**src/rtl/encoder16to4_pkg.sv**
```systemverilog
// Shared sizes and FSM state type for the 16-line sequential priority encoder.
package encoder16to4_pkg;

    localparam int N_LINES = 16;
    localparam int CODE_W  = 4;
    localparam int CNT_W   = 5;

    typedef enum logic [0:0] {
        IDLE = 1'b0,
        OUT  = 1'b1
    } state_t;

endpackage

```
**src/rtl/lowest_set16.sv**
```systemverilog
// Combinational priority pick: index of the lowest set bit plus an any-set flag.
module lowest_set16
    import encoder16to4_pkg::*;
(
    input  logic [N_LINES-1:0] req,
    output logic [CODE_W-1:0]  idx,
    output logic               any
);

    // Scan from the top down so the last hit written is the lowest index.
    always_comb begin
        idx = '0;
        any = 1'b0;
        for (int k = N_LINES - 1; k >= 0; k--) begin
            if (req[k]) begin
                idx = CODE_W'(k);
                any = 1'b1;
            end
        end
    end

endmodule

```
**src/rtl/encoder16to4_seq.sv**
```systemverilog
// Sequential 16-to-4 encoder: latches requests into a pending set and serves
// them one code at a time, lowest index first, under a valid/ready handshake.
//
//   state | meaning
//   IDLE  | nothing pending; valid=0, code=0
//   OUT   | code holds a served index; valid=1, waiting for ready
module encoder16to4_seq
    import encoder16to4_pkg::*;
(
    input  logic               clk,
    input  logic               rst_n,
    input  logic [N_LINES-1:0] i,
    input  logic               en,
    input  logic               ready,
    input  logic               clr_ovf,
    output logic               valid,
    output logic [CODE_W-1:0]  code,
    output logic [CNT_W-1:0]   pend_cnt,
    output logic               ovf
);

    state_t              state;
    logic [N_LINES-1:0]  pend;
    logic [N_LINES-1:0]  arrivals;
    logic [N_LINES-1:0]  clr_mask;
    logic [N_LINES-1:0]  p_next;
    logic                accept;
    logic                ovf_hit;
    logic [CNT_W-1:0]    cnt_next;
    logic [CODE_W-1:0]   pick_idx;
    logic                pick_any;

    // An arrival on the line being cleared re-arms it and is not an overflow.
    always_comb begin
        arrivals = en ? i : '0;
        accept   = (state == OUT) && ready;
        clr_mask = accept ? (N_LINES'(1) << code) : '0;
        p_next   = (pend & ~clr_mask) | arrivals;
        ovf_hit  = |(arrivals & pend & ~clr_mask);
        cnt_next = '0;
        for (int k = 0; k < N_LINES; k++) begin
            cnt_next = cnt_next + CNT_W'(p_next[k]);
        end
    end

    lowest_set16 u_pick (
        .req (p_next),
        .idx (pick_idx),
        .any (pick_any)
    );

    always_ff @(posedge clk) begin
        if (!rst_n) begin
            state    <= IDLE;
            pend     <= '0;
            code     <= '0;
            pend_cnt <= '0;
            ovf      <= 1'b0;
        end else begin
            pend     <= p_next;
            pend_cnt <= cnt_next;
            if (ovf_hit) begin
                ovf <= 1'b1;
            end else if (clr_ovf) begin
                ovf <= 1'b0;
            end
            case (state)
                IDLE: begin
                    if (pick_any) begin
                        state <= OUT;
                        code  <= pick_idx;
                    end
                end
                OUT: begin
                    // Without ready the presented code is frozen, even if a lower line arrives.
                    if (accept) begin
                        if (pick_any) begin
                            code <= pick_idx;
                        end else begin
                            state <= IDLE;
                            code  <= '0;
                        end
                    end
                end
                default: begin
                    state <= IDLE;
                    code  <= '0;
                end
            endcase
        end
    end

    assign valid = (state == OUT);

endmodule

```
**config.mk**
```make
export PLATFORM = sky130hd
export DESIGN_NAME = encoder16to4_seq
export DESIGN_NICKNAME = d
export VERILOG_FILES = /design/src/rtl/encoder16to4_pkg.sv /design/src/rtl/lowest_set16.sv /design/src/rtl/encoder16to4_seq.sv
export SDC_FILE = /design/constraint.sdc
export NUM_CORES = 1
export LEC_CHECK = 0
export ABC_CLOCK_PERIOD_IN_PS = 5200
export CORE_ASPECT_RATIO = 1.5
export CORE_UTILIZATION = 49
export CTS_CLUSTER_DIAMETER = 120
export DETAILED_ROUTE_END_ITERATION = 6
export GPL_ROUTABILITY_DRIVEN = 0
export MAX_ROUTING_LAYER = met4
export PLACE_DENSITY_LB_ADDON = 0.08
export SYNTH_ARGS = -nofsm -noshare
export SYNTH_HDL_FRONTEND = slang
export SYNTH_SLANG_ARGS = --single-unit
```
**constraint.sdc**
```tcl
create_clock -name clk -period 5.2 [get_ports clk]
set_input_delay 1.3 -clock clk [delete_from_list [all_inputs] [get_ports clk]]
set_output_delay 1.3 -clock clk [all_outputs]
set_load 0.02 [all_outputs]
```
Yosys cells after proc, flatten, opt, wreduce, memory -nomap -nowiden
Cells that the tools add are included.
{"block": "totals", "ff_bits": 27, "in_bits": 21, "out_inout_bits": 11, "wordCells": 76}
{"block": "classes", "add_sub_neg": 15, "n_eq_ne": 2, "shift": 1, "mux": 43, "n_bitwise": 6, "reduce_logical": 4}
{"operator": "4-bit two-way mux", "count": 19}
{"operator": "5-bit by 1-bit adder with 5-bit output", "count": 11}
{"operator": "16-bit AND", "count": 3}
{"operator": "16-bit two-way mux", "count": 2}
{"operator": "1-bit two-way mux", "count": 20}
{"operator": "16-bit inverter", "count": 1}
{"operator": "16-bit OR", "count": 1}
{"operator": "16-bit OR reduction", "count": 1}
{"operator": "1-bit by 4-bit << shifter with 16-bit output (first input constant)", "count": 1}
{"operator": "4-bit case mux with 2 select lines", "count": 1}
{"operator": "4-bit by 1-bit adder with 5-bit output", "count": 1}
{"operator": "3-bit by 1-bit adder with 4-bit output", "count": 1}
{"operator": "2-bit by 1-bit adder with 3-bit output", "count": 1}
{"operator": "1-bit by 1-bit adder with 2-bit output", "count": 1}
{"operator": "2-bit by 1-bit != test with 1-bit output (second input constant)", "count": 1}
{"operator": "2-bit != test (second input constant)", "count": 1}
{"operator": "1-bit case mux with 2 select lines", "count": 1}
{"operator": "2-bit AND reduction", "count": 1}
{"operator": "2-bit nonzero test", "count": 1}
{"operator": "1-bit logical AND", "count": 1}
{"operator": "1-bit inverter", "count": 1}

Longest topological paths before layout
{"block": "depth", "depth_word": 24, "mapped_depth": 18}

Cells and area by module
From an unflattened synthesis, not the netlist that was laid out.
{"block": "unflattened", "cells_unflattened": 201, "hier_area_um2": 1654.1}
{"module": "encoder16to4_seq", "instances": 1, "cells_each": 168, "area_per_inst_um2": 1475.2, "seq_area_each_um2": 540.5}
{"module": "lowest_set16", "instances": 1, "cells_each": 33, "area_per_inst_um2": 178.9, "seq_area_each_um2": 0.0}

Worst setup path before layout
Ideal clock, no wire load.
{"block": "synth_timing", "kind": "input-to-reg", "from": "input en", "to": "register pend_cnt[3]", "arrival_time_ps": 4792, "t_required_ps": 5085, "path_slack_ps": 294, "stages": 14, "path_buffers": 2, "cell_sequence": "buf_2 clkbuf_1 a21o_1 inv_1 fa_1 fa_1 fa_1 fa_1 inv_1 ha_1 a21o_1 a21oi_1 xnor2_1 and2_1"}
{"block": "synth_between", "elab_chain_len": 17}
{"element": "from (decl)", "line": "encoder16to4_seq.sv:13", "text": "input logic en,"}
{"element": "16-bit two-way mux (*)", "line": "encoder16to4_seq.sv:35", "text": "arrivals = en ? i : '0;"}
{"element": "16-bit OR (*)", "line": "encoder16to4_seq.sv:38", "text": "p_next = (pend & ~clr_mask) | arrivals;"}
{"element": "1-bit by 1-bit adder with 2-bit output", "line": "encoder16to4_seq.sv:42", "text": "cnt_next = cnt_next + CNT_W'(p_next[k]);"}
{"element": "2-bit by 1-bit adder with 3-bit output", "line": "encoder16to4_seq.sv:42"}
{"element": "3-bit by 1-bit adder with 4-bit output", "line": "encoder16to4_seq.sv:42"}
{"element": "4-bit by 1-bit adder with 5-bit output", "line": "encoder16to4_seq.sv:42"}
{"element": "5-bit by 1-bit adder with 5-bit output (10 in a row)", "line": "encoder16to4_seq.sv:42"}
{"element": "5-bit by 1-bit adder with 5-bit output (*)", "line": "encoder16to4_seq.sv:42"}
{"element": "to (signal assigned)", "line": "encoder16to4_seq.sv:61", "text": "pend_cnt <= cnt_next;"}
{"element": "to (decl)", "line": "encoder16to4_seq.sv:18", "text": "output logic [CNT_W-1:0] pend_cnt,"}
Mark *: on every way between the ends. The rest lies on a longest branch, timed or not.
A chain may end at the register's enable or synchronous reset.

Final worst setup path
{"block": "layout_timing", "from": "input en", "to": "register pend_cnt[2]"}
{"block": "layout_between", "elab_cells_between_ends": 17, "cone_classes": "15 x add/sub; 1 x mux; 1 x bitwise"}
{"element": "16-bit two-way mux", "line": "encoder16to4_seq.sv:35"}
{"element": "16-bit OR", "line": "encoder16to4_seq.sv:38"}
{"element": "named net p_next[15]", "line": "encoder16to4_seq.sv:26", "text": "logic [N_LINES-1:0] p_next;"}
{"element": "5-bit by 1-bit adder with 5-bit output", "line": "encoder16to4_seq.sv:42"}
The timed path passes the listed nets, and every way through them passes these cells.

==> key figures <==
Floorplanning
  • Top-Level Pins: 32
  • Starting density of the core: between 50 and 60%
  • Core Footprint: roughly 3900 um^2
  • DIE AREA: around 4400 um^2
  • FP Rows: 28
  • Chip height: roughly 80 um
  • Die width: approximately 54 um

Worst setup path
  • Required time worst endpoint: approximately 5.4 ns
  • Critical Path Start: en
  • Max Fanout on Critical Path: 17
  • Worst r2r src: code[0]$_SDFFE_PN0P_
  • Startpoint types: input port
  • CP arrival: about 5.3 ns
  • Critical path capture point type: register
  • Kind of critical path: input port to register

Pwr
  • Max rail drop VDD: between 0.0003 and 0.0004 V
  • Total power: 858 uW
  • Leakage: 1.12 nW
  • Cell Pwr Density: 331 nW/um^2

Synth
  • Top FF cell, synth: dfxtp_1
  • Syn avg cell area: 8.68 um^2
  • Count of cell types in the netlist: 64
  • Yosys warns: 0
  • Syn Nets: around 270
  • Seq/Total Area, Yosys: between 20% and 30%
  • EDFF count, synth: 0
  • Syn Inst Count: 231
  • Post-synthesis cell area: 2000 um^2
  • Post-synth ARST share: 0%
  • Number of synthesized register bits: 27

Clocking
  • Clock buffer depth: 2
  • Clock Sinks: 27
  • CTS tree: yes
  • Reg clk slew, reported paths: roughly 0.10 ns
  • H-tree level count: 1
  • TritonCTS Buffers: 3
  • CTS Hold Bufs: 0
  • Root buffer cell: clkbuf_8
  • Clk_lat worst skew: 0.29 ns

Timing
  • Tmin final: between 5 and 6 ns
  • Setup Viol. Count Final: 0
  • Final Skew: roughly 0.0028 ns
  • Slew of the pin with the lowest slew margin: slightly above 0.8 ns
  • Slew Limit Fails: 0
  • Hold_ws: roughly 0.54 ns
  • Post-route clock period utilization: between 90% and 100%
  • Slew headroom: a little under half
  • Max Freq: between 0.15 and 0.2 GHz
  • RSZ-0062 raised after global routing: false
  • Fin. Hold Viols: 0
  • Final setup margin: 0.0842 ns

Cells and area
  • Layout cell share with drive strength beyond 1: between 10% and 20%
  • FILL cells: approximately 350
  • Fin nets: 322
  • Commonest cells after routing, fill and taps aside: clkdlybuf4s50_1, buf_4, dfxtp_1, inv_1, nand2_1
  • Area growth syn-to-layout: 29.2%
  • Commonest non-fill, non-tap cell in the layout: clkdlybuf4s50_1
  • ANT cells: 0
  • Post-route cell area: 2590 um^2

GRT
  • Largest net degree at the start of global routing: 30
  • Total congestion overflow: 0
  • First-pass GRT wire length: 8.35 mm
  • Vias in the first global route: 1815
  • Gr usage total: 28.0%
  • Initial antenna violation count: 0

Placement
  • Dpl hpwl: about 4.3 mm
  • Post-place setup slack: -0.410 ns
  • # port buffers: 31
  • Placement Cell Area: 2520 um^2

Detailed routing
  • Vias: 1917
  • First-pass DRT Iterations: 4
  • Drt wl/cell: around 17 um
  • Post-DRT Antenna Nets: 0
  • Drt drc: 0
  • Post-detailed-routing wire length: 5.47 mm
  • Detailed Route Iter0 Violations: 53
  • Via-to-Cell Ratio: between 5 and 6

Status
  • Status: finished, final reports clean

Min path
  • Hold Crit Start: ovf$_SDFFE_PN0P_
  • HP Class: register to register

Run
  • Number of max-cap violations: 0
[power by group]
group          switching [mW]  leakage (nW)  internal (mW)
registers              0.0193         0.224          0.234
logic                   0.238         0.880          0.237
clock network          0.0739        0.0217         0.0547
[cell type report]
class                      instances  area [um^2]  area share (%)
multi-input combinational        171         1330            51.5
sequential                        27          541            20.9
timing repair buffer              59          520            20.1
inverter                          24         90.1            3.48
tap                               45         56.3            2.17
clock buffer                       3         41.3            1.59
clock inverter                     1         7.51           0.290
[kinds of logic after synthesis]
| family | synth area share [%] |
|---|---|
| flops | 27.0 |
| buf+inv | 6.62 |
| compound gates | 24.6 |
| xor+xnor | 0.437 |
| mux | 0.499 |
| fa+ha+maj | 13.1 |
| simple gates | 27.8 |
[state kept, by name (all words and copies together) (netlist names)]
register,cells
ovf,1
code,4
pend,16
valid,1
pend_cnt,5
[cells in the mapped netlist, drive strengths merged, types with 2 or more instances]
master	number	area [um^2]
o2111ai	2	17.5
dfxtp	27	541
a32oi	2	17.5
and2	18	113
clkbuf	4	15.0
o21a	6	45.0
ha	5	62.6
buf	5	27.5
a21boi	4	30.0
o22ai	2	12.5
inv	24	90.1
a221oi	2	35.0
nand4b	3	41.3
nand3	3	15.0
a21o	4	30.0
o211ai	3	27.5
a21oi	12	63.8
nand4	4	31.3
nor4	2	18.8
or2	3	18.8
nor2b	7	43.8
fa	10	200
nand2	21	81.3
o31ai	4	48.8
nor3	5	30.0
o21ai	12	60.1
nand4bb	2	22.5
nand2b	7	43.8
nor2	8	30.0
[repair_timing]
action                                  CTS  global route
gates resized for setup                   1             2
endpoints found under the setup margin    4             3
gates cloned                              0             0
setup buffers                             1             1
pin swaps                                 2             2
hold endpoints to repair                  0             0
[metrics by stage]
step / setup TNS (ns) / util, % / cells
5_1_grt: 0 / 66.0 / 330
4_1_cts: 0 / 65.7 / 329
3_3_place_gp: -1.31 / 64.3 / 324
2_1_floorplan: 0 / - / 231
3_5_place_dp: -1.41 / 64.3 / 324
6_report: 0 / 66.0 / 330
[critical path: stages]
cell	delay, ns
clkdlybuf4s50_1	0.46
buf_4	0.23
a221o_1	0.41
fa_1	0.54
fa_1	0.43
fa_1	0.51
fa_1	0.52
ha_1	0.18
inv_1	0.06
fa_1	0.37
nor2b_1	0.14
nor3b_1	0.17
[final timing paths]
path | end | slack (ns) | cells past startpoint
max | pend_cnt[2]$_SDFF_PN0_ | 0.08 | 12
min | ovf$_SDFFE_PN0P_ | 0.54 | 2
max reg2reg | pend_cnt[2]$_SDFF_PN0_ | 0.69 | 14
min reg2reg | ovf$_SDFFE_PN0P_ | 0.54 | 2
[routing by layer]
| metal | routed length, um | vias up | track usage [%] |
|---|---|---|---|
| li1 | - | 928 | - |
| met1 | 2140 | 915 | 30.4 |
| met2 | 2950 | 54 | 49.5 |
| met3 | 195 | 20 | 2.65 |
| met4 | 188 | 0 | 12.1 |
| met5 | 0 | - | - |
(Power assumes the default switching activity.)
